--- config.mk ---
export PLATFORM = sky130hd
export DESIGN_NAME = clock_panel_ctrl
export DESIGN_NICKNAME = d
export VERILOG_FILES = /design/src/rtl/clock_pkg.sv /design/src/rtl/buzzer_arbiter.sv /design/src/rtl/clock_panel_ctrl.sv
export SDC_FILE = /design/constraint.sdc
export NUM_CORES = 1
export LEC_CHECK = 0
export BUFFER_PORTS_ARGS = -buffer_cell sky130_fd_sc_hd__buf_4
export CAP_MARGIN = 30
export CELL_PAD_IN_SITES_DETAIL_PLACEMENT = 0
export CELL_PAD_IN_SITES_GLOBAL_PLACEMENT = 1
export CORE_MARGIN = 2
export CORE_UTILIZATION = 49
export DETAILED_ROUTE_END_ITERATION = 10
export HOLD_SLACK_MARGIN = 0.02
export PLACE_DENSITY_LB_ADDON = 0.1
export RECOVER_POWER = 100
export SETUP_SLACK_MARGIN = 0.3
export SLEW_MARGIN = 20
export SYNTH_ARGS = -nofsm -noshare
export SYNTH_HDL_FRONTEND = slang
export SYNTH_SLANG_ARGS = --single-unit
--- constraint.sdc ---
create_clock -name clk -period 3.6 [get_ports clk]
set_input_delay 0.72 -clock clk [delete_from_list [all_inputs] [get_ports clk]]
set_output_delay 0.72 -clock clk [all_outputs]
set_load 0.01 [all_outputs]
--- src/rtl/clock_pkg.sv ---
// Shared definitions for the front-panel controller: panel states, field limits
// and buzzer source encodings.
package clock_pkg;

   typedef enum logic [2:0] {
      ST_RUN       = 3'd0,
      ST_TIME_HR   = 3'd1,
      ST_TIME_MIN  = 3'd2,
      ST_ALARM_HR  = 3'd3,
      ST_ALARM_MIN = 3'd4,
      ST_TIMER     = 3'd5,
      ST_FORMAT    = 3'd6
   } panel_state_t;

   localparam logic [5:0] HR_MAX  = 6'd23;
   localparam logic [5:0] MIN_MAX = 6'd59;
   localparam logic [3:0] TMR_MIN = 4'd1;
   localparam logic [3:0] TMR_MAX = 4'd15;

   localparam logic [1:0] BUZZ_NONE  = 2'b00;
   localparam logic [1:0] BUZZ_ALARM = 2'b01;
   localparam logic [1:0] BUZZ_TIMER = 2'b10;

   // Increment a 6-bit time field, rolling over to zero past its maximum.
   function automatic logic [5:0] wrap_inc6(input logic [5:0] value, input logic [5:0] max);
      return (value == max) ? 6'd0 : value + 6'd1;
   endfunction

endpackage

--- src/rtl/buzzer_arbiter.sv ---
// Merges the alarm and timer buzzer levels into one speaker drive, with
// per-source mutes that a button press sets while the speaker is sounding.
module buzzer_arbiter
   import clock_pkg::*;
(
   input  logic       clk,
   input  logic       reset,
   input  logic       alarm_buzzer,
   input  logic       timer_buzzer,
   input  logic       any_press,
   output logic       buzzer,
   output logic [1:0] buzz_src,
   output logic       press_consumed
);

   logic       alarm_mute;
   logic       timer_mute;
   logic       alarm_mute_nxt;
   logic       timer_mute_nxt;
   logic [1:0] src_nxt;

   // A mute only survives while its source stays asserted, so a later rise sounds again.
   always_comb begin
      press_consumed = any_press & buzzer;
      alarm_mute_nxt = alarm_buzzer & (alarm_mute | (press_consumed & (buzz_src == BUZZ_ALARM)));
      timer_mute_nxt = timer_buzzer & (timer_mute | (press_consumed & (buzz_src == BUZZ_TIMER)));
      src_nxt        = BUZZ_NONE;
      if (alarm_buzzer && !alarm_mute_nxt)
         src_nxt = BUZZ_ALARM;
      else if (timer_buzzer && !timer_mute_nxt)
         src_nxt = BUZZ_TIMER;
   end

   always_ff @(posedge clk or posedge reset) begin
      if (reset) begin
         alarm_mute <= 1'b0;
         timer_mute <= 1'b0;
         buzz_src   <= BUZZ_NONE;
         buzzer     <= 1'b0;
      end else begin
         alarm_mute <= alarm_mute_nxt;
         timer_mute <= timer_mute_nxt;
         buzz_src   <= src_nxt;
         buzzer     <= (src_nxt != BUZZ_NONE);
      end
   end

endmodule

--- src/rtl/clock_panel_ctrl.sv ---
// Front-panel controller: turns three button pulses into time-adjust strobes and
// staged/committed alarm, timer and display-format settings for digital_clock.
module clock_panel_ctrl
   import clock_pkg::*;
#(
   parameter int IDLE_TIMEOUT   = 30,
   parameter int ALARM_HR_INIT  = 12,
   parameter int ALARM_MIN_INIT = 1,
   parameter int TIMER_INIT     = 1
) (
   input  logic       clk,
   input  logic       reset,
   input  logic       btn_mode,
   input  logic       btn_next,
   input  logic       btn_inc,
   input  logic       alarm_buzzer,
   input  logic       timer_buzzer,
   output logic       AM_mode,
   output logic       add_hour,
   output logic       add_minute,
   output logic       set_alarm,
   output logic [5:0] alarm_hr,
   output logic [5:0] alarm_min,
   output logic       set_timer,
   output logic [3:0] timer_minutes,
   output logic       buzzer,
   output logic [1:0] buzz_src,
   output logic [2:0] panel_state
);

   localparam int              CNT_W    = $clog2(IDLE_TIMEOUT + 1);
   localparam logic [CNT_W-1:0] IDLE_MAX = CNT_W'(IDLE_TIMEOUT);

   panel_state_t     state;
   logic [5:0]       stage_hr;
   logic [5:0]       stage_min;
   logic [3:0]       stage_tmr;
   logic [CNT_W-1:0] idle_cnt;
   logic             any_press;
   logic             press_consumed;
   logic             mode_p;
   logic             next_p;
   logic             inc_p;

   // A press that silences the speaker is swallowed; otherwise mode beats next beats inc.
   assign any_press   = btn_mode | btn_next | btn_inc;
   assign mode_p      = btn_mode & ~press_consumed;
   assign next_p      = btn_next & ~btn_mode & ~press_consumed;
   assign inc_p       = btn_inc & ~btn_mode & ~btn_next & ~press_consumed;
   assign panel_state = state;

   buzzer_arbiter u_buzzer_arbiter (
      .clk            (clk),
      .reset          (reset),
      .alarm_buzzer   (alarm_buzzer),
      .timer_buzzer   (timer_buzzer),
      .any_press      (any_press),
      .buzzer         (buzzer),
      .buzz_src       (buzz_src),
      .press_consumed (press_consumed)
   );

   always_ff @(posedge clk or posedge reset) begin
      if (reset) begin
         state         <= ST_RUN;
         AM_mode       <= 1'b1;
         add_hour      <= 1'b0;
         add_minute    <= 1'b0;
         set_alarm     <= 1'b0;
         set_timer     <= 1'b0;
         alarm_hr      <= 6'(ALARM_HR_INIT);
         alarm_min     <= 6'(ALARM_MIN_INIT);
         timer_minutes <= 4'(TIMER_INIT);
         stage_hr      <= 6'(ALARM_HR_INIT);
         stage_min     <= 6'(ALARM_MIN_INIT);
         stage_tmr     <= 4'(TIMER_INIT);
         idle_cnt      <= '0;
      end else begin
         add_hour   <= 1'b0;
         add_minute <= 1'b0;
         set_alarm  <= 1'b0;
         set_timer  <= 1'b0;

         // The counter saturates at the timeout so the abort below fires exactly once.
         if (any_press || state == ST_RUN)
            idle_cnt <= '0;
         else if (idle_cnt != IDLE_MAX)
            idle_cnt <= idle_cnt + 1'b1;

         if (mode_p) begin
            case (state)
               ST_RUN: state <= ST_TIME_HR;
               ST_TIME_HR, ST_TIME_MIN: begin
                  stage_hr  <= alarm_hr;
                  stage_min <= alarm_min;
                  state     <= ST_ALARM_HR;
               end
               ST_ALARM_HR, ST_ALARM_MIN: begin
                  alarm_hr  <= stage_hr;
                  alarm_min <= stage_min;
                  set_alarm <= 1'b1;
                  stage_tmr <= timer_minutes;
                  state     <= ST_TIMER;
               end
               ST_TIMER: begin
                  timer_minutes <= stage_tmr;
                  set_timer     <= 1'b1;
                  state         <= ST_FORMAT;
               end
               default: state <= ST_RUN;
            endcase
         end else if (next_p) begin
            case (state)
               ST_TIME_HR:   state <= ST_TIME_MIN;
               ST_TIME_MIN:  state <= ST_TIME_HR;
               ST_ALARM_HR:  state <= ST_ALARM_MIN;
               ST_ALARM_MIN: state <= ST_ALARM_HR;
               default:      state <= state;
            endcase
         end else if (inc_p) begin
            case (state)
               ST_TIME_HR:   add_hour   <= 1'b1;
               ST_TIME_MIN:  add_minute <= 1'b1;
               ST_ALARM_HR:  stage_hr   <= wrap_inc6(stage_hr, HR_MAX);
               ST_ALARM_MIN: stage_min  <= wrap_inc6(stage_min, MIN_MAX);
               ST_TIMER:     stage_tmr  <= (stage_tmr == TMR_MAX) ? TMR_MIN : stage_tmr + 4'd1;
               ST_FORMAT:    AM_mode    <= ~AM_mode;
               default:      AM_mode    <= AM_mode;
            endcase
         end else if (!any_press && state != ST_RUN && idle_cnt == IDLE_MAX) begin
            state <= ST_RUN;
         end
      end
   end

endmodule
---- Word level (Yosys, flattened, before mapping) ----
Cells that the tools add are included.
storage, ports and cells
  bits in registers ....................... 50
  bits of input ports ..................... 7
  output and inout port bits .............. 27
  word-level logic and storage cells ...... 126
operators by class
  add/sub/neg operators ................... 4
  eq/ne operators ......................... 18
  muxes and demuxes ....................... 40
  bitwise gates (word level) .............. 21
  reductions and logical operators ........ 26
operators by type and width
  kind                 number
  $mux 6               12
  $mux 4               6
  $pmux 3 s4           2
  $reduce_and 4->1     4
  $add 6x1->6 const B  2
  $mux 1               12
  $mux 3               4
  $reduce_bool 2->1    6
  $and 1x1->1          11
  $mux 5               2
  $eq 3x3->1 const B   3
  $eq 3x2->1 const B   2
  $eq 6x5->1 const B   1
  $eq 6x6->1 const B   1
  $ne 6x2->1 const B   1
  $not 1->1            6
  $reduce_bool 3->1    2
  $add 5x1->5 const B  1
  $eq 5x5->1 const B   1
  $ne 5x5->1 const B   1
  $add 4x1->4 const B  1
  $eq 4x4->1 const B   1
  $logic_and 1x1->1    4
  $mux 2               2
  other kinds (13)     21

---- Logic depth before layout (Yosys ltp) ----
Gate-level depths: netlist of the first run.
  depth in word-level cells ............... 11
  depth in mapped cells ................... 7
  mapped depth without buffers ............ 6

---- By module ----
Synthesis of the first run repeated with hierarchy kept, for this count alone.
unflattened totals
  cell total of the unflattened synthesis .. 270
  area, all modules ....................... 2608.8 µm²
by module, submodules not included
  module            times used  cells an instance  area an instance (µm²)
  clock_panel_ctrl  1           253                2373.5
  buzzer_arbiter    1           17                 235.2

---- Least setup slack after synthesis of the first run ----
Ideal clock, no wire load.
  kind .................................... input to register
  start ................................... input port btn_next
  end ..................................... register stage_min[1]
  library setup time ...................... 125 ps
  data arrival time ....................... 1887 ps
  required time ........................... 3475 ps
  slack ................................... 1588 ps
  stages on the path ...................... 5
  path buffers ............................ 1
  path through ............................ buf_2 -> nor4b_4 -> a2bb2oi_2 -> o21ai_2 -> mux2_2
between the ends
  cells in the longest elaborated chain, start to end .. 7
  elaborated cells between the ends (all ways) .. 16
ends and longest elaborated chain
  what                                                       line                                                                    source
  from (decl)                                                clock_panel_ctrl.sv:14                                                  input logic btn_next,
  $or 1x1->1 (2 in a row)                                    clock_panel_ctrl.sv:46                                                  assign any_press = btn_mode | btn_next | btn_inc;
  $and 1x1->1                                                buzzer_arbiter.sv:24                                                    press_consumed = any_press & buzzer;
  $not 1->1                                                  clock_panel_ctrl.sv:47, clock_panel_ctrl.sv:48, clock_panel_ctrl.sv:49
  $and 1x1->1, on equally long branches                      clock_panel_ctrl.sv:47, clock_panel_ctrl.sv:48, clock_panel_ctrl.sv:49
  $ne 2x1->1 (no source line), or another cell as far along  -
  $reduce_and 4->1 (no source line)                          -
  to (signal assigned)                                       clock_panel_ctrl.sv:75                                                  stage_min <= 6'(ALARM_MIN_INIT);
  to (signal assigned)                                       clock_panel_ctrl.sv:95                                                  stage_min <= alarm_min;
  to (signal assigned)                                       clock_panel_ctrl.sv:125                                                 ST_ALARM_MIN: stage_min <= wrap_inc6(stage_min, MIN_MAX);
  to (decl)                                                  clock_panel_ctrl.sv:36                                                  logic [5:0] stage_min;
Several ways; a longest one is shown, not always the timed one.
A chain may end at the register's enable or synchronous reset.

---- Final worst setup path of the first run ----
  start ................................... input port btn_mode
  end ..................................... register stage_min[1]
between the ends
  cells in the longest elaborated chain, start to end .. 7
  elaborated cells between the ends (all ways) .. 17
ends and longest elaborated chain
  what                                                       line                                                                    source
  from (decl)                                                clock_panel_ctrl.sv:13                                                  input logic btn_mode,
  $or 1x1->1 (2 in a row)                                    clock_panel_ctrl.sv:46
  $and 1x1->1                                                buzzer_arbiter.sv:24
  $not 1->1                                                  clock_panel_ctrl.sv:47, clock_panel_ctrl.sv:48, clock_panel_ctrl.sv:49
  $and 1x1->1, on equally long branches                      clock_panel_ctrl.sv:47, clock_panel_ctrl.sv:48, clock_panel_ctrl.sv:49
  $ne 2x1->1 (no source line), or another cell as far along  -
  $reduce_and 4->1 (no source line)                          -
Several ways; a longest one is shown, not always the timed one.

==> results of run 1 <==
-- through the flow --
stage / power, W / hold WS [ns] / instances / util (%) / area [sq um]
floorplan: 0.00159 / 0.448 / 259 / - / 2710
global placement: 0.00186 / 0.470 / 351 / 54.2 / 2950
detailed placement: 0.00187 / 0.473 / 352 / 54.6 / 2970
CTS: 0.00219 / 0.416 / 360 / 56.2 / 3050
global route: 0.00224 / 0.516 / 360 / 53.3 / 2900
finish: 0.00205 / 0.481 / 360 / 53.3 / 2900
-- path summary, 6_finish.rpt --
check	to
max	stage_min[1]$_DFFE_PP0P_
max reg2reg	stage_min[1]$_DFFE_PP0P_
min in group asynchronous	stage_hr[5]$_DFFE_PP0P_
min reg2reg	idle_cnt[4]$_DFFE_PP0P_
max in group asynchronous	stage_tmr[0]$_DFFE_PP1P_
min	idle_cnt[4]$_DFFE_PP0P_
-- routing by layer --
layer | global-route usage [%] | wire length, um
met2 | 29.0 | 2520
met1 | 25.1 | 2480
met3 | 4.14 | 162
met5 | 0 | 0
met4 | 5.44 | 27
-- area by class of cell --
class	instances	area [sq um]	area share [%]
sequential	50	1260	43.5
multi-input combinational	183	1230	42.6
timing repair buffer	34	181	6.25
tap	72	90.1	3.10
clock buffer	7	76.3	2.63
inverter	13	48.8	1.68
clock inverter	1	7.51	0.259
-- report_power, final --
part,switching (W),internal (W)
sequential,0.000253,0.000777
clock,0.000174,0.000138
combinational,0.000365,0.000344
-- worst max-delay path, stage by stage --
cell	delay, ns
clkbuf_1	0.38
nand2b_1	0.48
or3_1	0.57
o21ai_0	0.22
mux2_2	0.39
-- registers in the layout (all words and copies together) (netlist names) --
| name | flops |
|---|---|
| u_buzzer_arbiter.buzzer | 1 |
| alarm_hr | 6 |
| stage_hr | 6 |
| set_timer | 1 |
| u_buzzer_arbiter.timer_mute | 1 |
| set_alarm | 1 |
| stage_min | 6 |
| add_minute | 1 |
| alarm_min | 6 |
| panel_state | 3 |
| timer_minutes | 4 |
| AM_mode | 1 |
| stage_tmr | 4 |
| u_buzzer_arbiter.buzz_src | 2 |
| add_hour | 1 |
| u_buzzer_arbiter.alarm_mute | 1 |
| idle_cnt | 5 |
-- synth_stat cells, types with 3 or more instances --
master,number
a211oi_1,6
a21oi_1,7
a31oi_1,7
buf_6,6
clkbuf_1,4
dfrtp_1,41
dfstp_2,9
ha_1,5
inv_1,13
mux2_2,16
nand2_1,29
nand2b_1,3
nand3_1,13
nor2_1,15
nor2b_1,4
nor3_1,6
nor3b_1,3
o21ai_0,13
o221ai_1,3
o2bb2ai_1,4
o31ai_1,3
or3_1,3
-- logic make-up after synthesis --
kind of cell,count (synthesis),synth area share [%]
and+or+nand+nor,91,18.2
adders and majority gates,5,2.31
xor gates and xnor gates,2,0.646
AOI/OAI and AO/OA,66,18.7
muxes,19,8.12
DFF,50,46.5
buffers and inverters,26,5.49
==> results.cfg, run 1 <==
[logic_synthesis]
yosysSeqAreaShare_pct = 46.5
netlist_instances = 259
ys_ff_latch = 50
synth-async-reset-ratio_pct = 100
synth_cell_types = 61
avgSynthCellArea_sq_um = 10.5
yosysWarnings = 0
synth_ff_type = dfrtp_1
synth_top_area_share_pct = 37.8
synthesis.nets = 271
syn_area_sq_um = 2710
yosys.area.top_type = dfrtp_1
synth_edf_count = 0
synth.area.top_cells = dfrtp_1, dfstp_2, mux2_2

[clocking]
htreeDepth = 2
cts_resized = 0
holdBufCountCts = 0
worstSkewPairLatency_ns = 0.30
cts_num_sinks = 50
cts_tree = built
cts_inserted_buffers = 5
ctsLongestPathBuffers = 2
cts_setup_buffers = 0
clk_pin_slew_worst_paths_ns = 0.09
root_buffer = clkbuf_8

[die]
initial_core_util_pct = 49.9
coreArea_sq_um = 5440
die_width_um = 78.4
die_h_um = 78.4
num_rows = 27
dieArea_sq_um = 6150
io_pins = 34

[global_route]
grt_pass1_wl_um = 8840
grt_max_degree = 34
antenna_found_initial = 0
grt_pass1_vias = 1823
overflow = 0
grt_use_total_pct = 18.2

[setup_path]
worstReg2RegStart = u_buzzer_arbiter.buzzer$_DFF_PP0_
rrSetupSlack_ns = 1.29
crit_fanout = 15
cp_data_required_time_ns = 3.79
reg2reg_depth = 4
cp-start-kind = primary input
critPathCaptureType = register
critPathKind = in2reg
worstSetupStartpoint = btn_mode
worstPathArrival_ns = 2.76

[finish]
fin_nets = 299
drive_gt1_share_pct = 14.9
most-common-layout-cells = dfrtp_1, nand2_1, clkbuf_1
syn_to_final_growth_pct = 6.96
diodes = 0
fillCellCount = 549
final_common_cell = dfrtp_1

[detailed_routing]
wl_um = 5200
ant_nets = 0
vias = 2017
dr.pass1.iters = 4
via_per_inst = 5.60
route.detailed.drc = 0
wl_per_cell_um = 14.4
drt_iter0_drc = 108

[hold_path]
min_from = idle_cnt[4]$_DFFE_PP0P_
hold_class = reg2reg
min_delay_path_depth = 1

[sta]
tightest_slew_ns = 0.875
skew_ns = 0.00805
slew_headroom_pct = 41.3
fmax_mhz = 389
finalWorstSetupSlack_ns = 1.03
rsz0062_at_grt = no
setup_viol = 0
drv_slew = 0
hold_viol = 0
period_minus_slack_ns = 2.57
final.setup.tns_ns = 0
fin_crit_sh_pct = 71.3

[placement]
dp_hpwl_um = 3640
port_buffers = 33
place.gp.congestion = 0.828
pre_cts_ws_ns = 1.43

[pwr]
power.leakage_nw = 1.24
p_per_area_nw_per_um2 = 707
peakVddDrop_uv = 369

[outcome]
status = complete, no violations

[run]
max-cap-violations = 0
Power figures use the tool's default switching activity.
==> run 2, diff against run 1 <==
--- a/config.mk
+++ b/config.mk
@@ -10,7 +10,7 @@
 export CELL_PAD_IN_SITES_DETAIL_PLACEMENT = 0
 export CELL_PAD_IN_SITES_GLOBAL_PLACEMENT = 1
 export CORE_MARGIN = 2
-export CORE_UTILIZATION = 49
+export CORE_UTILIZATION = 41
 export DETAILED_ROUTE_END_ITERATION = 10
 export HOLD_SLACK_MARGIN = 0.02
 export PLACE_DENSITY_LB_ADDON = 0.1
==> constraint.sdc (replaced) <==
create_clock -name clk -period 2.35 [get_ports clk]
set_input_delay 0.47 -clock clk [delete_from_list [all_inputs] [get_ports clk]]
set_output_delay 0.47 -clock clk [all_outputs]
set_load 0.01 [all_outputs]
==> run 2 against run 1 <==
Net effect: worst hold slack got worse by 0.26 ns; setup slack got worse by 0.76 ns; clock skew fell by 0.0010 ns; first-iteration DRC count fell by 51%; power rose by 58%; sequential share of layout area fell by 0.85 points; highest routed layer unchanged; critical endpoint unchanged; wire length rose by 12%; final area rose by 2.0%; sequential cell count did not move; largest cell class is now multi-input gates; register-to-register slack got worse by 1.0 ns.
==> results.cfg, run 2 (same netlist as run 1, synthesis figures left out) <==
[clocking]
clk_pin_slew_worst_paths_ns = 0.09
cts_tree = built
worstSkewPairLatency_ns = 0.30
cts_num_sinks = 50
htreeDepth = 2
cts_inserted_buffers = 5
root_buffer = clkbuf_8
cts_setup_buffers = 0
holdBufCountCts = 0
ctsLongestPathBuffers = 2

[finish]
drive_gt1_share_pct = 16.7
fin_util_pct = 46.3
syn_to_final_growth_pct = 9.09
final_common_cell = dfrtp_1
diodes = 0
most-common-layout-cells = dfrtp_1, nand2_1, clkbuf_1
fin_nets = 304

[outcome]
status = complete, no violations

[sta]
period_minus_slack_ns = 2.07
drv_slew = 0
tightest_slew_ns = 1.15
fin_crit_sh_pct = 88.2
fmax_mhz = 482
setup_viol = 0
slew_headroom_pct = 23.3
hold_ws_ns = 0.216
final.setup.tns_ns = 0
skew_ns = 0.00703
hold_viol = 0
rsz0062_at_grt = yes

[setup_path]
worstPathArrival_ns = 2.26
reg2reg_depth = 4
cp_data_required_time_ns = 2.54
crit_fanout = 15
cp-start-kind = register
critPathKind = reg2reg
critPathCaptureType = register

[die]
io_pins = 34
initial_core_util_pct = 42.5
coreArea_sq_um = 6390
die_width_um = 85.3
num_rows = 29
dieArea_sq_um = 7280
die_h_um = 85.3

[global_route]
grt_pass1_wl_um = 9670
grt_pass1_vias = 2014
antenna_found_initial = 0
grt_use_total_pct = 16.3
grt_max_degree = 23
overflow = 0

[placement]
place.gp.congestion = 0.809
dp_hpwl_um = 3930
port_buffers = 33

[detailed_routing]
wl_per_cell_um = 15.7
ant_nets = 0
drt_iter0_drc = 53
wl_um = 5800
dr.pass1.iters = 4
via_per_inst = 5.59
route.detailed.drc = 0
vias = 2069

[pwr]
p_per_area_nw_per_um2 = 1090
total_power_w = 0.00324
power.leakage_nw = 1.28
peakVddDrop_uv = 570

[hold_path]
hold_class = in2async

[run]
max-cap-violations = 0
run 2: area by class of cell:
| class | instances | area (sq um) |
|---|---|---|
| fill | 654 | 3430 |
| timing repair buffer | 38 | 193 |
| sequential | 50 | 1260 |
| inverter | 13 | 48.8 |
| multi-input combinational | 184 | 1280 |
| clock buffer | 8 | 80.1 |
| tap | 77 | 96.3 |
run 2: metal layers:
layer	global-route usage, %	part of all wire (%)
met1	22.7	49
met4	5.34	1.2
met2	25.3	46
met3	3.70	3.7
met5	0	0
run 2: timing repair:
item / in CTS / in global routing
setup endpoints to repair: 0 / 1
hold endpoints to repair: 0 / 0
resized for setup: 0 / 0
run 2: worst max-delay path, cell delays in order (launching register included):
cell	delay, ns
dfrtp_1	0.57
nand2b_4	0.32
or3_1	0.46
o21ai_0	0.22
mux2_2	0.38
run 2: report_power, final:
part	internal (W)	switching [W]
combinational	0.000555	0.000664
sequential	0.00119	0.000333
clock	0.000212	0.000279
run 2: path summary, 6_finish.rpt:
path	from	end	slack, ns
worst max-delay path	u_buzzer_arbiter.buzzer$_DFF_PP0_	stage_min[1]$_DFFE_PP0P_	0.28
worst min-delay path	reset	alarm_min[3]$_DFFE_PP0P_	0.22
worst max register to register	u_buzzer_arbiter.buzzer$_DFF_PP0_	stage_min[1]$_DFFE_PP0P_	0.28
worst min register to register	idle_cnt[4]$_DFFE_PP0P_	idle_cnt[4]$_DFFE_PP0P_	0.49
max in group asynchronous	reset	stage_hr[5]$_DFFE_PP0P_	0.69
min in group clk	alarm_buzzer	u_buzzer_arbiter.buzz_src[1]$_DFF_PP0_	0.34
run 2: per-stage QoR:
| step | cell area (sq um) | cells | worst slack [ns] |
|---|---|---|---|
| 2_1_floorplan | 2710 | 259 | 0.588 |
| 3_3_place_gp | 2990 | 361 | 0.467 |
| 6_report | 2960 | 370 | 0.276 |
| 3_5_place_dp | 2990 | 361 | 0.436 |
| 4_1_cts | 3070 | 369 | 0.419 |
| 5_1_grt | 2960 | 370 | 0.181 |
